File: config.mk
export PLATFORM = sky130hd
export DESIGN_NAME = fifo_wr_arbiter
export DESIGN_NICKNAME = d
export VERILOG_FILES = /design/src/rtl/fifo_pkg.sv /design/src/rtl/fifo_wr_arbiter_rr_pick.sv /design/src/rtl/fifo_wr_arbiter.sv
export SDC_FILE = /design/constraint.sdc
export NUM_CORES = 1
export LEC_CHECK = 0
export CAP_MARGIN = 20
export CORE_MARGIN = 2
export CORE_UTILIZATION = 40
export CTS_CLUSTER_DIAMETER = 50
export DETAILED_ROUTE_END_ITERATION = 6
export HOLD_SLACK_MARGIN = 0.15
export PLACE_DENSITY = 0.82
export REMOVE_ABC_BUFFERS = 1
export SYNTH_ARGS = -nofsm -noshare
export SYNTH_HDL_FRONTEND = slang
export SYNTH_HIERARCHICAL = 1
export SYNTH_SLANG_ARGS = --single-unit
File: constraint.sdc
create_clock -name wr_clk -period 3.05 [get_ports wr_clk]
set_clock_uncertainty 0.2 [all_clocks]
set_input_delay 0.61 -clock wr_clk [delete_from_list [all_inputs] [get_ports wr_clk]]
set_output_delay 0.61 -clock wr_clk [all_outputs]
set_load 0.005 [all_outputs]
File: src/rtl/fifo_pkg.sv
// Shared FIFO-side definitions: arbiter state encoding
// and the clog2 helper used for index and counter widths.
package fifo_pkg;

  localparam logic ST_IDLE  = 1'b0;
  localparam logic ST_BURST = 1'b1;

  function automatic int clog2(input int v);
    int r;
    r = 0;
    for (int i = 0; i < 31; i++) begin
      if ((1 << i) < v) r = i + 1;
    end
    return r;
  endfunction

endpackage

File: src/rtl/fifo_wr_arbiter_rr_pick.sv
// Round-robin picker: first set request at or above ptr,
// wrapping, found through a double-width masked copy.
module rr_pick
  import fifo_pkg::*;
#(
  parameter int NREQ = 4,
  parameter int IW   = clog2(NREQ)
) (
  input  logic [NREQ-1:0] req_i,
  input  logic [IW-1:0]   ptr_i,
  output logic            any_o,
  output logic [NREQ-1:0] gnt_o,
  output logic [IW-1:0]   idx_o
);

  localparam int DW2 = 2 * NREQ;

  logic [DW2-1:0] dbl;
  logic [DW2-1:0] keep;
  logic [DW2-1:0] masked;

  assign dbl    = {req_i, req_i};
  assign keep   = ~((DW2'(1) << ptr_i) - DW2'(1));
  assign masked = dbl & keep;

  // lowest surviving bit of the doubled vector, folded mod NREQ
  always_comb begin
    logic found;
    found = 1'b0;
    idx_o = '0;
    for (int i = 0; i < DW2; i++) begin
      if (!found && masked[i]) begin
        found = 1'b1;
        idx_o = IW'(i % NREQ);
      end
    end
    any_o = found;
    gnt_o = found ? (NREQ'(1) << idx_o) : '0;
  end

endmodule

File: src/rtl/fifo_wr_arbiter.sv
// Burst-locked round-robin arbiter in front of the
// write port of a dual-clock FIFO.
module fifo_wr_arbiter
  import fifo_pkg::*;
#(
  parameter int NREQ      = 4,
  parameter int DSIZE     = 8,
  parameter int MAX_BURST = 16,
  localparam int IW = clog2(NREQ)
) (
  input  logic                  wr_clk,
  input  logic                  wr_rst_n,
  input  logic [NREQ-1:0]       req_valid,
  input  logic [NREQ*DSIZE-1:0] req_data,
  input  logic [NREQ-1:0]       req_last,
  output logic [NREQ-1:0]       req_ready,
  output logic [DSIZE-1:0]      fifo_wr_data,
  output logic                  fifo_wr_inc,
  input  logic                  fifo_wr_full,
  output logic [NREQ-1:0]       grant,
  output logic [IW-1:0]         grant_id
);

  localparam int CW =
    (MAX_BURST > 0) ? clog2(MAX_BURST + 1) : 1;

  logic            state_q, state_d;
  logic [NREQ-1:0] grant_q, grant_d;
  logic [IW-1:0]   gid_q, gid_d;
  logic [IW-1:0]   ptr_q, ptr_d;
  logic [CW-1:0]   cnt_q, cnt_d;

  logic            pick_any;
  logic [NREQ-1:0] pick_gnt;
  logic [IW-1:0]   pick_idx;
  logic [IW-1:0]   pick_nxt;
  logic            accept;
  logic            cap_hit;

  rr_pick #(
    .NREQ (NREQ),
    .IW   (IW)
  ) u_pick (
    .req_i (req_valid),
    .ptr_i (ptr_q),
    .any_o (pick_any),
    .gnt_o (pick_gnt),
    .idx_o (pick_idx)
  );

  assign pick_nxt = (pick_idx == IW'(NREQ - 1))
                  ? '0 : pick_idx + IW'(1);

  assign accept = (state_q == ST_BURST)
                & req_valid[gid_q]
                & ~fifo_wr_full;

  assign cap_hit = (MAX_BURST != 0)
                && (cnt_q == CW'(MAX_BURST - 1));

  assign fifo_wr_inc = accept;
  assign req_ready   = grant_q & {NREQ{accept}};
  assign grant       = grant_q;
  assign grant_id    = gid_q;

  // owner's data to the FIFO; quiet bus while nobody owns it
  always_comb begin
    fifo_wr_data = '0;
    if (|grant_q) fifo_wr_data = req_data[gid_q*DSIZE +: DSIZE];
  end

  // arbitrate in IDLE, hold the port until last or the beat cap
  always_comb begin
    state_d = state_q;
    grant_d = grant_q;
    gid_d   = gid_q;
    ptr_d   = ptr_q;
    cnt_d   = cnt_q;
    unique case (state_q)
      ST_IDLE: begin
        if (pick_any) begin
          state_d = ST_BURST;
          grant_d = pick_gnt;
          gid_d   = pick_idx;
          ptr_d   = pick_nxt;
          cnt_d   = '0;
        end
      end
      ST_BURST: begin
        if (accept) begin
          if (req_last[gid_q] | cap_hit) begin
            state_d = ST_IDLE;
            grant_d = '0;
            cnt_d   = '0;
          end else begin
            cnt_d = cnt_q + CW'(1);
          end
        end
      end
      default: state_d = ST_IDLE;
    endcase
  end

  // state registers, cleared asynchronously
  always_ff @(posedge wr_clk or negedge wr_rst_n) begin
    if (!wr_rst_n) begin
      state_q <= ST_IDLE;
      grant_q <= '0;
      gid_q   <= '0;
      ptr_q   <= '0;
      cnt_q   <= '0;
    end else begin
      state_q <= state_d;
      grant_q <= grant_d;
      gid_q   <= gid_d;
      ptr_q   <= ptr_d;
      cnt_q   <= cnt_d;
    end
  end

endmodule

**Word level (Yosys, flattened, before mapping)**

Index checks and enable logic that the tools add are counted.

- Flip-flop bits (word level): 14
- Word-level logic and storage cells: 76

- Bitwise gates (word level): 8
- Reductions and logical operators: 18
- Muxes and demuxes: 33
- Magnitude comparators: 1
- $add $sub $neg: 3
- Equal/unequal tests: 5
- Shift-type cells: 3

Operator list:

| operator | number |
|---|---|
| 32-bit by 6-bit variable part select with 8-bit output | 1 |
| 5-bit 2-to-1 mux | 3 |
| 1-bit 2-to-1 mux | 14 |
| 2-bit 2-to-1 mux | 7 |
| 4-bit 2-to-1 mux | 3 |
| 5-bit one-hot mux with 2 select lines | 1 |
| 8-bit bitwise AND | 1 |
| 8-bit 2-to-1 mux | 1 |
| 8-bit NOT | 1 |
| 4-bit one-hot mux with 2 select lines | 1 |
| 1-bit by 2-bit left shift with 8-bit output (first input constant) | 1 |
| 8-bit by 2-bit subtractor with 8-bit output (second input constant) | 1 |
| 1-bit logical AND | 7 |
| 1-bit logical NOT | 7 |
| 5-bit by 1-bit adder with 5-bit output (second input constant) | 1 |
| 5-bit by 4-bit == test with 1-bit output (second input constant) | 1 |
| 4-bit bitwise AND | 1 |
| 1-bit binary-select mux with 2-bit select | 2 |
| 2-bit by 1-bit inequality test with 1-bit output (second input constant) | 2 |
| 2-bit AND reduction | 2 |
| 4-bit OR reduction | 1 |
| 1-bit by 2-bit left shift with 4-bit output (first input constant) | 1 |
| 2-bit by 3-bit less-than comparator with 1-bit output (second input constant) | 1 |
| 3-bit AND reduction | 1 |
| other kinds (7) | 9 |

**Longest topological paths before layout**

Gate-level depths: netlist of the first run.

- Depth after elaboration: 29
- Mapped depth: 10
- Gate-level depth less buffers: 10

**Hierarchy**

The synthesis of the first run kept the hierarchy.

Modules (own cells, without submodules):

| module | cells an instance | area each (um^2) | instances |
|---|---|---|---|
| fifo_wr_arbiter | 93 | 1006.0 | 1 |
| rr_pick | 29 | 191.4 | 1 |

**Worst setup path before layout of the first run**

No wires, ideal clock.

- Kind: input to output
- Start point: input port req_valid[3]
- End point: output port req_ready[0]
- Slack: 0.625 ns
- Data required time: 2.240 ns
- Path buffers: 2
- Stages on the path: 5
- Data arrival time: 1.615 ns
- Cells stage by stage: mux4_2 > and3b_1 > buf_6 > buf_6 > and2_1

- Longest elaborated chain between the ends: 5

Ends and longest elaborated chain:

| what | RTL line | text |
|---|---|---|
| from (decl) | fifo_wr_arbiter.sv:13 | `input logic [NREQ-1:0] req_valid,` |
| 1-bit binary-select mux with 2-bit select | fifo_wr_arbiter.sv:55 | `& req_valid[gid_q]` |
| 1-bit 2-to-1 mux (not written as such) | fifo_wr_arbiter.sv:55 |  |
| 1-bit bitwise AND | fifo_wr_arbiter.sv:55 |  |
| 1-bit bitwise AND | fifo_wr_arbiter.sv:56 | `& ~fifo_wr_full;` |
| named net fifo_wr_inc | fifo_wr_arbiter.sv:18 | `output logic fifo_wr_inc,` |
| 4-bit bitwise AND | fifo_wr_arbiter.sv:62 | `assign req_ready = grant_q & {NREQ{accept}};` |
| to (decl) | fifo_wr_arbiter.sv:16 | `output logic [NREQ-1:0] req_ready,` |

The timed path passes the listed nets, and every way through them passes these cells. The select of a mux whose other input is x is not followed.

**Worst setup path in the final report of the first run**

- Start point: input port req_valid[3]
- End point: output port req_ready[1]

- Longest elaborated chain between the ends: 5

Ends and longest elaborated chain:

| what | RTL line |
|---|---|
| 1-bit binary-select mux with 2-bit select | fifo_wr_arbiter.sv:55 |
| 1-bit 2-to-1 mux (not written as such) | fifo_wr_arbiter.sv:55 |
| 1-bit bitwise AND | fifo_wr_arbiter.sv:55 |
| 1-bit bitwise AND | fifo_wr_arbiter.sv:56 |
| 4-bit bitwise AND | fifo_wr_arbiter.sv:62 |

No other way between the ends. The select of a mux whose other input is x is not followed.

==> flow_summary.yaml, run 1 <==
worst_setup_path:
  cpMostUsedCell: "dlygate4sd2_1"
  crit_path_max_fanout: 4
  reg2reg_slack_ps: 390
  crit_required_ps: 2240
  end_kind: "primary output"
  worst_setup_path_start_kind: "primary input"
  crit_chain: "dlygate4sd2_1, mux4_2, and3b_2, buf_4, and2_1, dlygate4sd2_1"
  slowest_stage: "mux4_2"
  setup.worst_path.class: "in -> out"
  critPathArrivalTime_ps: 2110
  worstSetupStartpoint: "req_valid[3]"
  critPathMaxStageDelay_ps: 460
  rr_startpoint: "ptr_q[1]"
  rr_worst_depth: 9
  timing.rr.end: "ptr_q[0]"
timing:
  tightest_slew_ps: 612.4
  whs_ps: 325.5
  hold_viol: 0
  fin_ws_ps: 125.3
  setup_viol: 0
  finalCritPeriodShare_pct: 95.89
  setup_tns_ps: 0
  grt_setup_unrepaired: "false"
  maxSlewViolCount: 0
  finalCriticalPeriod_ps: 2925
  slew_headroom_pct: 59.05
  fmax_mhz: 341.9
cells_and_area:
  finalNetCount: 240
  fin_cells: 223
  layout_commonest_cell: "clkdlybuf4s50_1"
  antenna_cells: 0
  design_area_um2: 1911
  drive_gt1_share_pct: 17.71
  final_cell_mix: "52 x clkdlybuf4s50_1, 23 x nand2_1, 14 x dfrtp_1"
  final_util_pct: 68.11
  area_delta_synth_final_pct: 59.56
clock_tree:
  cts_max_path_buffers: 2
  insertion_delay_ps: 270
  h-tree-depth: 1
  cts_hold_buf: 0
  cts_tree: "done"
  clk_pin_slew_ps: 80
  cts_root_buf: "clkbuf_4"
  cts_sinks: 14
  numCtsBuffers: 3
synthesis:
  syn_area_um2: 1197
  synth_cells: 122
  ys_warn_count: 6
  synth.yosys.seq_area_share_pct: 29.26
  synth.avg_cell_area_um2: 9.815
  post_synth_num_cell_types: 35
  synth_seq_cells: 14
floorplanning:
  dieArea_um2: 3447
  core_area_um2: 2805
  initial_core_util_pct: 42.69
  core.rowCount: 19
  ios: 62
  fp.dieW_um: 58.71
  dieHeight_um: 58.71
drt:
  drt-initial-drc-count: 72
  routed_wl_mm: 3.644
  vias: 1236
  postRouteAntennaNets: 0
  dr.pass1.iters: 7
  drt-vias-per-instance: 5.543
  drc: 10
  wl_per_cell_um: 16.34
global_route:
  grt_pass1_wl_mm: 5.954
  grt_pass1_vias: 1260
  antenna_found_initial: 0
  grt-ovfl-total: 0
  grt_usage_pct: 22.72
  grt_start_max_net_pins: 15
placement:
  placed_cells: 218
  gp_congestion: 0.8469
  io_buffer_count: 61
  post-place-ws_ps: -148.7
  place_hpwl_mm: 2.957
  dpl_cell_area_um2: 1877
outcome:
  status: "finished, violations left"
  violations: "design-rule violations"
hold_path:
  worstHoldPathType: "reg -> reg"
  whs_path_depth: 1
  hp-start: "cnt_q[0]"
  min_to: "cnt_q[0]"
power_and_ir_drop:
  p_per_area_nw_per_um2: 771.8
  total_power_mw: 1.475
  power.leakage_nw: 0.8127
  vdd_ir_drop_max_mv: 0.3455
job:
  cap_violations: 0
flip-flops by register name (all words and copies together), names as in the netlist:
signal and count:
cnt_q 5, grant_id 2, grant 4, state_q 1, ptr_q 2
how the worst max path moves through the flow:
stage | end | slack (ps) | cells past startpoint
6_report | req_ready[1] | 130 | 6
5_1_grt | req_ready[1] | 70 | 6
4_1_cts | req_ready[1] | 130 | 6
3_5_place_dp | req_ready[0] | -150 | 5
3_3_place_gp | req_ready[2] | -100 | 5
2_1_floorplan | req_ready[0] | 500 | 3
worst max-delay path, delay by kind of cell:
family | cells | cell delay [ps]
mux | 1 | 460
simple gates | 2 | 390
buf+inv | 3 | 660
per-layer routing:
layer | GRT usage, % | wire length (µm) | vias up
met5 | 0 | 0 | -
met4 | 7.792 | 85 | 0
met3 | 4.176 | 407 | 10
met2 | 43.50 | 1892 | 79
met1 | 24.86 | 1260 | 566
li1 | - | - | 581
synth_stat cells:
master	number	area share (%)
nor2_8	1	1.7
buf_6	3	2.8
buf_1	1	0.31
o21a_1	1	0.63
a21oi_1	2	0.84
o22ai_1	1	0.52
a221oi_2	1	1.3
o32ai_2	1	1.4
o31ai_1	2	1.3
a21boi_1	1	0.63
a21boi_0	1	0.63
nand2b_1	2	1.0
clkbuf_1	2	0.63
or2b_1	1	0.63
a311oi_1	1	0.73
nor2b_1	9	4.7
mux4_2	10	19
dfrtp_1	14	29
nor2_1	8	2.5
o41ai_2	1	1.4
nor4_2	1	1.0
nor3b_1	1	0.63
and2_1	6	3.1
nand2_1	23	7.2
nor2b_4	1	1.1
ha_1	4	4.2
o21ai_0	9	3.8
and3b_1	1	0.73
a21boi_2	1	0.94
inv_1	4	1.3
and3_1	3	1.6
or2b_2	1	0.73
nor4_1	1	0.52
nand4b_1	1	0.73
nand3_1	2	0.84
layout make-up:
| class | count | area [µm²] |
|---|---|---|
| sequential | 14 | 350.3 |
| timing repair buffer | 72 | 681.9 |
| fill | 216 | 894.6 |
| multi-input combinational | 98 | 788.3 |
| inverter | 4 | 15.01 |
| clock buffer | 4 | 36.28 |
| tap | 31 | 38.79 |
repair_timing:
| item | in CTS | in global routing |
|---|---|---|
| buffers inserted | 1 | 0 |
| setup endpoints to repair | 5 | 0 |
| resized for setup | 10 | 0 |
report_power, final:
| group | internal (mW) | switching, mW | leakage (nW) |
|---|---|---|---|
| Clock | 0.0725 | 0.0582 | 0.0210 |
| Combinational | 0.586 | 0.441 | 0.610 |
| Sequential | 0.251 | 0.0656 | 0.181 |
| Total | 0.909 | 0.565 | 0.813 |
logic make-up (layout without fill, tap and decap cells):
logic type	count (synthesis)	after routing	share of synthesized area [%]
AND/OR/NAND/NOR	62	62	28.84
adder cells (fa/ha/maj)	4	4	4.180
AO/OA/AOI/OAI	22	22	13.90
buffers and inverters	10	80	5.015
flip-flops	14	14	29.26
multiplexers	10	10	18.81
(Power assumes the default switching activity.)
==> run 2: changes to the inputs <==
--- a/config.mk
+++ b/config.mk
@@ -6,13 +6,16 @@
 export NUM_CORES = 1
 export LEC_CHECK = 0
 export CAP_MARGIN = 20
+export CELL_PAD_IN_SITES_DETAIL_PLACEMENT = 0
+export CELL_PAD_IN_SITES_GLOBAL_PLACEMENT = 1
 export CORE_MARGIN = 2
-export CORE_UTILIZATION = 40
+export CORE_UTILIZATION = 28
 export CTS_CLUSTER_DIAMETER = 50
 export DETAILED_ROUTE_END_ITERATION = 6
 export HOLD_SLACK_MARGIN = 0.15
-export PLACE_DENSITY = 0.82
+export PLACE_DENSITY = 0.8
 export REMOVE_ABC_BUFFERS = 1
+export SLEW_MARGIN = 20
 export SYNTH_ARGS = -nofsm -noshare
 export SYNTH_HDL_FRONTEND = slang
 export SYNTH_HIERARCHICAL = 1
==> run 2 against run 1 <==
  * The flow now finishes without violations
  * Hold slack got worse by 20 ps
  * Via count decreased by 0.89%
  * Critical path depth decreased by 1
  * Highest routed layer unchanged
==> flow_summary.yaml, run 2 (synthesized netlist as in run 1, its figures left out) <==
cells_and_area:
  drive_gt1_share_pct: 18.13
  regMostFlops: "cnt_q"
  finalNetCount: 241
  largest_register_ffs: 5
  antenna_cells: 0
  final_cell_mix: "56 x clkdlybuf4s50_1, 23 x nand2_1, 14 x dfrtp_1"
  design_area_um2: 1969
  layout_commonest_cell: "clkdlybuf4s50_1"
  area_delta_synth_final_pct: 64.47
drt:
  vias: 1225
  postRouteAntennaNets: 0
  wl_per_cell_um: 14.58
  drc: 0
  dr.pass1.iters: 4
  drt-vias-per-instance: 5.041
  routed_wl_mm: 3.543
  drt-initial-drc-count: 33
power_and_ir_drop:
  p_per_area_nw_per_um2: 775.3
  vdd_ir_drop_max_mv: 0.1541
  power.leakage_nw: 0.8307
  total_power_mw: 1.527
global_route:
  grt_pass1_wl_mm: 5.961
  grt_usage_pct: 15.23
  grt_pass1_vias: 1248
  antenna_found_initial: 0
  grt-ovfl-total: 0
  grt_start_max_net_pins: 15
clock_tree:
  numCtsBuffers: 3
  h-tree-depth: 1
  clk_pin_slew_ps: 60
  cts_tree: "done"
  cts_max_path_buffers: 2
  cts_sinks: 14
  cts_root_buf: "clkbuf_8"
  insertion_delay_ps: 250
worst_setup_path:
  worstSetupStartpoint: "req_valid[3]"
  critPathMaxStageDelay_ps: 470
  crit_required_ps: 2240
  path_delay_family: "buffers and inverters"
  cp.buffers_inverters: 2
  end_kind: "primary output"
  crit_chain: "clkdlybuf4s50_1, mux4_2, and3b_2, and2_1, dlygate4sd2_1"
  worst_setup_path_start_kind: "primary input"
  critPathArrivalTime_ps: 2170
  setup.worst_path.class: "in -> out"
  crit_path_max_fanout: 6
  rr_startpoint: "ptr_q[1]"
  slowest_stage: "mux4_2"
timing:
  setup_tns_ps: 0
  hold_viol: 0
  slew_headroom_pct: 57.73
  setup_viol: 0
  finalCritPeriodShare_pct: 97.58
  grt_setup_unrepaired: "false"
  fmax_mhz: 336.0
  finalCriticalPeriod_ps: 2976
  tightest_slew_ps: 632.1
  whs_ps: 305.9
  fin_ws_ps: 73.82
  maxSlewViolCount: 0
placement:
  gp_congestion: 0.8674
  io_buffer_count: 61
  place_hpwl_mm: 2.969
  dpl_cell_area_um2: 1908
  post-place-ws_ps: -123.2
floorplanning:
  core.rowCount: 23
  fp.dieW_um: 69.40
  ios: 62
  initial_core_util_pct: 29.51
  dieArea_um2: 4816
  dieHeight_um: 69.40
  core_area_um2: 4058
outcome:
  status: "completed"
hold_path:
  hp-start: "cnt_q[3]"
  worstHoldPathType: "reg -> reg"
job:
  cap_violations: 0
[run 2: worst paths after layout]
| kind | endpoint | slack, ps | cells after the start |
|---|---|---|---|
| max | req_ready[1] | 70 | 5 |
| min | cnt_q[3] | 310 | 1 |
| max reg2reg | cnt_q[3] | 410 | 10 |
| min reg2reg | cnt_q[3] | 310 | 1 |
| max in group asynchronous | cnt_q[4] | 1690 | 1 |
| min in group asynchronous | grant[2] | 560 | 1 |
[run 2: what timing repair did]
item / in CTS / in global routing
hold endpoints to repair: 0 / 0
setup endpoints to repair: 4 / 1
hold buffers: 0 / 0
setup buffers: 0 / 1
cloned: 0 / 0
resized for setup: 5 / 1
[run 2: cell type report]
type	count	area, µm²
clock buffer	4	55.05
fill	384	2088
timing repair buffer	73	698.2
tap	50	62.56
sequential	14	350.3
multi-input combinational	98	788.3
inverter	4	15.01
[run 2: metal layers]
| metal | part of all wire [%] | vias up | track usage [%] |
|---|---|---|---|
| met3 | 8.2 | 4 | 2.762 |
| met4 | 0.87 | 0 | 4.139 |
| met2 | 50 | 64 | 28.31 |
| met5 | 0 | - | 0 |
| li1 | - | 580 | - |
| met1 | 41 | 577 | 17.78 |
[run 2: where the power goes]
| part | switching (mW) | leakage, nW | total (mW) | internal [mW] |
|---|---|---|---|---|
| Sequential | 0.0688 | 0.181 | 0.320 | 0.251 |
| Combinational | 0.429 | 0.620 | 1.02 | 0.595 |
| Clock | 0.0684 | 0.0288 | 0.183 | 0.114 |
[run 2: through the flow]
stage,cells,util (%)
2_1_floorplan,116,-
3_3_place_gp,238,47.02
3_5_place_dp,238,47.02
4_1_cts,242,48.29
5_1_grt,243,48.54
6_report,243,48.54
[run 2: worst reg2reg max path: stages (launching register included)]
cell	delay, ps
dfrtp_1	440
nor2_1	230
inv_1	70
ha_1	290
nand2_1	100
a21boi_0	410
nand4b_1	220
nand2b_1	160
o21a_1	120
o21ai_0	70
a311oi_1	240
